$ cat config.mk
export PLATFORM = sky130hd
export DESIGN_NAME = xbus_dram
export DESIGN_NICKNAME = d
export VERILOG_FILES = /design/src/rtl/xbus_pkg.sv /design/src/rtl/xbus_dram.sv
export SDC_FILE = /design/constraint.sdc
export NUM_CORES = 1
export LEC_CHECK = 0
export CAP_MARGIN = 20
export CORE_ASPECT_RATIO = 1.2
export CORE_MARGIN = 10
export CORE_UTILIZATION = 39
export DETAILED_ROUTE_END_ITERATION = 8
export PLACE_DENSITY = 0.81
export SYNTH_ARGS = -nofsm -noshare
export SYNTH_HDL_FRONTEND = slang
export SYNTH_SLANG_ARGS = --single-unit
$ cat constraint.sdc
create_clock -name clk -period 1.7 [get_ports clk]
set_input_delay 0.34 -clock clk [delete_from_list [all_inputs] [get_ports clk]]
set_output_delay 0.34 -clock clk [all_outputs]
set_load 0.03 [all_outputs]
$ cat src/rtl/xbus_pkg.sv
// Shared Xbus definitions: bus widths, address-window bases and the DRAM bridge state encoding.
package xbus_pkg;

    localparam int ADDR_W = 22;
    localparam int DATA_W = 32;

    // Word-address window bases; DRAM occupies everything below the I/O region.
    localparam logic [ADDR_W-1:0] XBUS_DRAM_BASE = 22'o00000000;
    localparam logic [ADDR_W-1:0] DRAM_LIMIT     = 22'o17000000;
    localparam logic [ADDR_W-1:0] XBUS_IO_BASE   = 22'o17000000;
    localparam logic [ADDR_W-1:0] XBUS_DISK_BASE = 22'o17377770;

    typedef enum logic [1:0] {
        ST_IDLE   = 2'd0,
        ST_ACCESS = 2'd1,
        ST_ACK    = 2'd2
    } xbus_dram_state_t;

endpackage

$ cat src/rtl/xbus_dram.sv
// Xbus slave that forwards one decoded DRAM-window read or write to the SDRAM controller and acks it.
// Optional watchdog forcing an ack on a silent SDRAM is enabled with `define XBUS_DRAM_WDOG_EN.
module xbus_dram
    import xbus_pkg::*;
#(
    parameter int                    P_ADDR_W     = ADDR_W,
    parameter int                    P_DATA_W     = DATA_W,
    parameter logic [P_ADDR_W-1:0]   P_DRAM_LIMIT = P_ADDR_W'(DRAM_LIMIT)
`ifdef XBUS_DRAM_WDOG_EN
    ,
    parameter int                    WDOG_MAX     = 63
`endif
) (
    input  logic                clk,
    input  logic                reset,
    input  logic [P_ADDR_W-1:0] addr,
    input  logic [P_DATA_W-1:0] datain,
    output logic [P_DATA_W-1:0] dataout,
    input  logic                req,
    input  logic                write,
    output logic                ack,
    output logic                decode,
    output logic [P_ADDR_W-1:0] sdram_addr,
    input  logic [P_DATA_W-1:0] sdram_data_in,
    output logic [P_DATA_W-1:0] sdram_data_out,
    output logic                sdram_req,
    input  logic                sdram_ready,
    output logic                sdram_write,
    input  logic                sdram_done
);

    xbus_dram_state_t      r_state;
    xbus_dram_state_t      w_next_state;
    logic [P_ADDR_W-1:0]   r_sdram_addr;
    logic [P_DATA_W-1:0]   r_sdram_data_out;
    logic [P_DATA_W-1:0]   r_dataout;
    logic                  r_sdram_write;
    logic                  w_accept;
    logic                  w_rsp;
    logic                  w_wdog_fire;

    assign decode   = (addr < P_DRAM_LIMIT);
    assign w_accept = (r_state == ST_IDLE) && req && decode;
    // Only the completion pulse matching the latched direction counts.
    assign w_rsp    = r_sdram_write ? sdram_done : sdram_ready;

`ifdef XBUS_DRAM_WDOG_EN
    localparam int WDOG_W = $clog2(WDOG_MAX + 1);
    logic [WDOG_W-1:0] r_wdog;

    always_ff @(posedge clk) begin
        if (reset)
            r_wdog <= '0;
        else if (r_state == ST_ACCESS && w_next_state == ST_ACCESS)
            r_wdog <= r_wdog + WDOG_W'(1);
        else
            r_wdog <= '0;
    end

    assign w_wdog_fire = (r_state == ST_ACCESS) && !w_rsp && (r_wdog == WDOG_W'(WDOG_MAX - 1));
`else
    assign w_wdog_fire = 1'b0;
`endif

    always_ff @(posedge clk) begin
        // NOTE: state and datapath flops use non-blocking assignments so every flop samples pre-edge values.
        if (reset)
            r_state <= ST_IDLE;
        else
            r_state <= w_next_state;
    end

    always_comb begin
        // NOTE: default first so every path assigns w_next_state and no latch is inferred.
        w_next_state = r_state;
        case (r_state)
            ST_IDLE:   if (w_accept) w_next_state = ST_ACCESS;
            ST_ACCESS: if (w_rsp || w_wdog_fire) w_next_state = ST_ACK;
            ST_ACK:    if (!req) w_next_state = ST_IDLE;
            default:   w_next_state = ST_IDLE;
        endcase
    end

    always_ff @(posedge clk) begin
        if (reset) begin
            r_sdram_addr     <= '0;
            r_sdram_data_out <= '0;
            r_sdram_write    <= 1'b0;
            r_dataout        <= '0;
        end else begin
            if (w_accept) begin
                r_sdram_addr     <= addr;
                r_sdram_data_out <= datain;
                r_sdram_write    <= write;
            end
            if (r_state == ST_ACCESS && !r_sdram_write) begin
                if (sdram_ready)
                    r_dataout <= sdram_data_in;
                else if (w_wdog_fire)
                    r_dataout <= '0;
            end
        end
    end

    // Both strobes decode directly from the state flop, so they are glitch-free registered levels.
    assign ack            = (r_state == ST_ACK);
    assign sdram_req      = (r_state == ST_ACCESS);
    assign sdram_addr     = r_sdram_addr;
    assign sdram_data_out = r_sdram_data_out;
    assign sdram_write    = r_sdram_write;
    assign dataout        = r_dataout;

endmodule

==> impl_metrics.ini <==
[clock_tree]
root_buffer = clkbuf_8
cts_buffers = 9
htreeDepth = 3
clock-sinks = 89
cts_tree = yes
cts.clk_slew.worst_paths_ns = 0.08
cts_hold_buf = 0
clock_latency_ns = 0.36
clk_path_buf_depth = 2

[grt]
grt_max_degree = 58
grt_first_pass_wirelength_um = 16500
overflow = 0
grt_pass1_vias = 3338
track_usage = 0.157
antenna_found_initial = 0

[placed_design]
dp_cells = 664
port_buffers = 181
gp_congestion = 0.728
dpl.hpwl_um = 8040
place_worst_setup_slack_ns = -0.281

[status]
status = finished, final reports clean

[routing]
wl_per_cell_um = 15.3
drcViolationCount = 0
viasPerCell = 4.68
drt-total-wl_um = 10400
ant_nets = 0
dr.pass1.iters = 4
num_vias = 3180
drt_iter0_drc = 82

[setup_path]
slowest_delay_ns = 0.49
arrival_ns = 1.32
worstPathMaxFanout = 2
end_kind = output pin
setup.worst_path.class = in -> out
cpMaxStageDelayCell = clkdlybuf4s50_1
rrSetupSlack_ns = 0.20
startpoint_type = input pin
cp_cell_sequence = clkdlybuf4s50_1 -> nand4_1 -> buf_4 -> buf_4
crit_required_ns = 1.36
path_common_cell = buf_4

[power_and_ir_drop]
switching_share = 0.275
p_total_uw = 5100
p_int_uw = 3690
p_sw_uw = 1400
comb_power_share = 0.220
irDropWorstVdd_mv = 0.539
p_per_area_nw_per_um2 = 929
power.share.clock = 0.330
pwr-share-seq = 0.451
leakagePower_uw = 0.00251

[logic_synthesis]
synth_top_family_by_area = simple AND/OR/NAND/NOR gates
synth_largest_area_cell = dfxtp_1
seq_area_frac_synth = 0.517
synthSimpleGateAreaFrac = 0.206
synth-compound-area-share = 0.0639
synth.net_count = 477
synthMuxAreaShare = 0.151
synth_top_area_frac = 0.517
syn_area_um2 = 3450
yosys_warnings = 0
ys_top_cells_by_area = dfxtp_1, nand2_1, mux2i_1, a21oi_1, buf_12
synth_cell_types = 19
synth_xor_area_frac = 0
avgSynthCellArea_um2 = 8.95
ys_ff_latch = 89
synth_cells = 385
synthAdderAreaFrac = 0

[floorplan]
placementRows = 37
die_h_um = 123
fp.dieArea_um2 = 13000
die_w_um = 106
core_region_area_um2 = 8610
start_util = 0.400
num_io_pins = 182

[sta]
setup_viol = 0
hold_viol_final = 0
hold_slack_ns = 0.453
setup_ws_ns = 0.0441
finalMaxSlewViolations = 0
finalCritPeriodShare = 0.974
fmax_mhz = 604
slew_headroom = 0.762
worst_pin_slew_ns = 0.359
clock_skew_ns = 0.00650
rsz0062_at_grt = false
fin_crit_ns = 1.66

[layout]
nets = 651
fin_cells = 680
mostFrequentLayoutCell = nand2_1
final_cell_mix = nand2_1, clkdlybuf4s50_1, dfxtp_1, dlygate4sd2_1, mux2i_1
fillCellCount = 767
antenna_cells = 0
drive_gt1_frac = 0.0586
finalCoreUtilization = 0.637
syn2layout_area_growth_pct = 59.1

[job]
drv_cap = 0

[hold_path]
hp-class = reg -> reg
-- critical path: cells and delay by family --
| family | cells | cell delay (ns) |
|---|---|---|
| buffers and inverters | 3 | 0.82 |
| and+or+nand+nor | 1 | 0.15 |
-- layout make-up --
cell class,instances,area [um2],share of cell area
Tap cell,117,146,0.0267
Inverter,1,3.75,0.000685
Sequential cell,89,1780,0.325
Timing Repair Buffer,192,1870,0.341
Clock buffer,9,124,0.0226
Clock inverter,6,108,0.0196
Multi-Input combinational cell,266,1450,0.264
-- what timing repair did --
action	CTS	global route
endpoints found under the setup margin	88	1
pin swaps	0	1
resized for setup	90	0
setup buffers	0	1
-- final timing paths --
kind | start | end | cells after the start
worst max-delay path | addr[20] | decode | 4
worst max register to register | r_state[1] | sdram_data_out[11] | 4
worst min register to register | dataout[16] | dataout[16] | 2
worst min-delay path | dataout[16] | dataout[16] | 2
-- synth_stat cells --
| cell | number |
|---|---|
| inv_2 | 1 |
| mux2i_1 | 52 |
| nand4bb_1 | 1 |
| nand2b_1 | 1 |
| dfxtp_1 | 89 |
| o221a_1 | 4 |
| o211a_1 | 1 |
| a21oi_1 | 33 |
| buf_12 | 6 |
| buf_2 | 4 |
| and2_1 | 1 |
| nand2_1 | 167 |
| clkbuf_1 | 19 |
| or3b_4 | 1 |
| nand4_1 | 1 |
| nor2b_4 | 1 |
| nor2b_1 | 1 |
| and4bb_1 | 1 |
| and2b_2 | 1 |
-- state kept, by name, indices dropped and copies added (netlist names) --
register,flops
sdram_write,1
sdram_addr,22
r_state,2
dataout,32
sdram_data_out,32
-- stage by stage --
| step | area [um2] | setup TNS, ns |
|---|---|---|
| after floorplan | 3450 | 0 |
| after CTS | 5480 | 0 |
| after detailed placement | 5350 | -12.22 |
| after global routing | 5480 | 0 |
| after global placement | 5350 | -10.37 |
| final | 5480 | 0 |
-- power groups by stage --
stage                     Combinational [uW]  Clock, uW  Sequential (uW)
final                                   1120       1680             2300
after global routing                    1200       1800             2310
after CTS                               1130       1720             2300
after detailed placement                1230          0             2350
after global placement                  1200          0             2340
after floorplan                          402          0             2610
-- logic make-up after synthesis --
logic type,Yosys count
muxes,52
buffers and inverters,30
AOI/OAI and AO/OA,38
DFF,89
and+or+nand+nor,176
-- per-layer routing --
metal  vias to the layer above  track usage  wire, um
met5                         -            0         0
met3                        14       0.0593       954
met1                      1451        0.170      4360
li1                       1588            -         -
met4                         0       0.0729       205
met2                       127        0.267      4910
No activity file was read; power rests on OpenSTA's default activity.
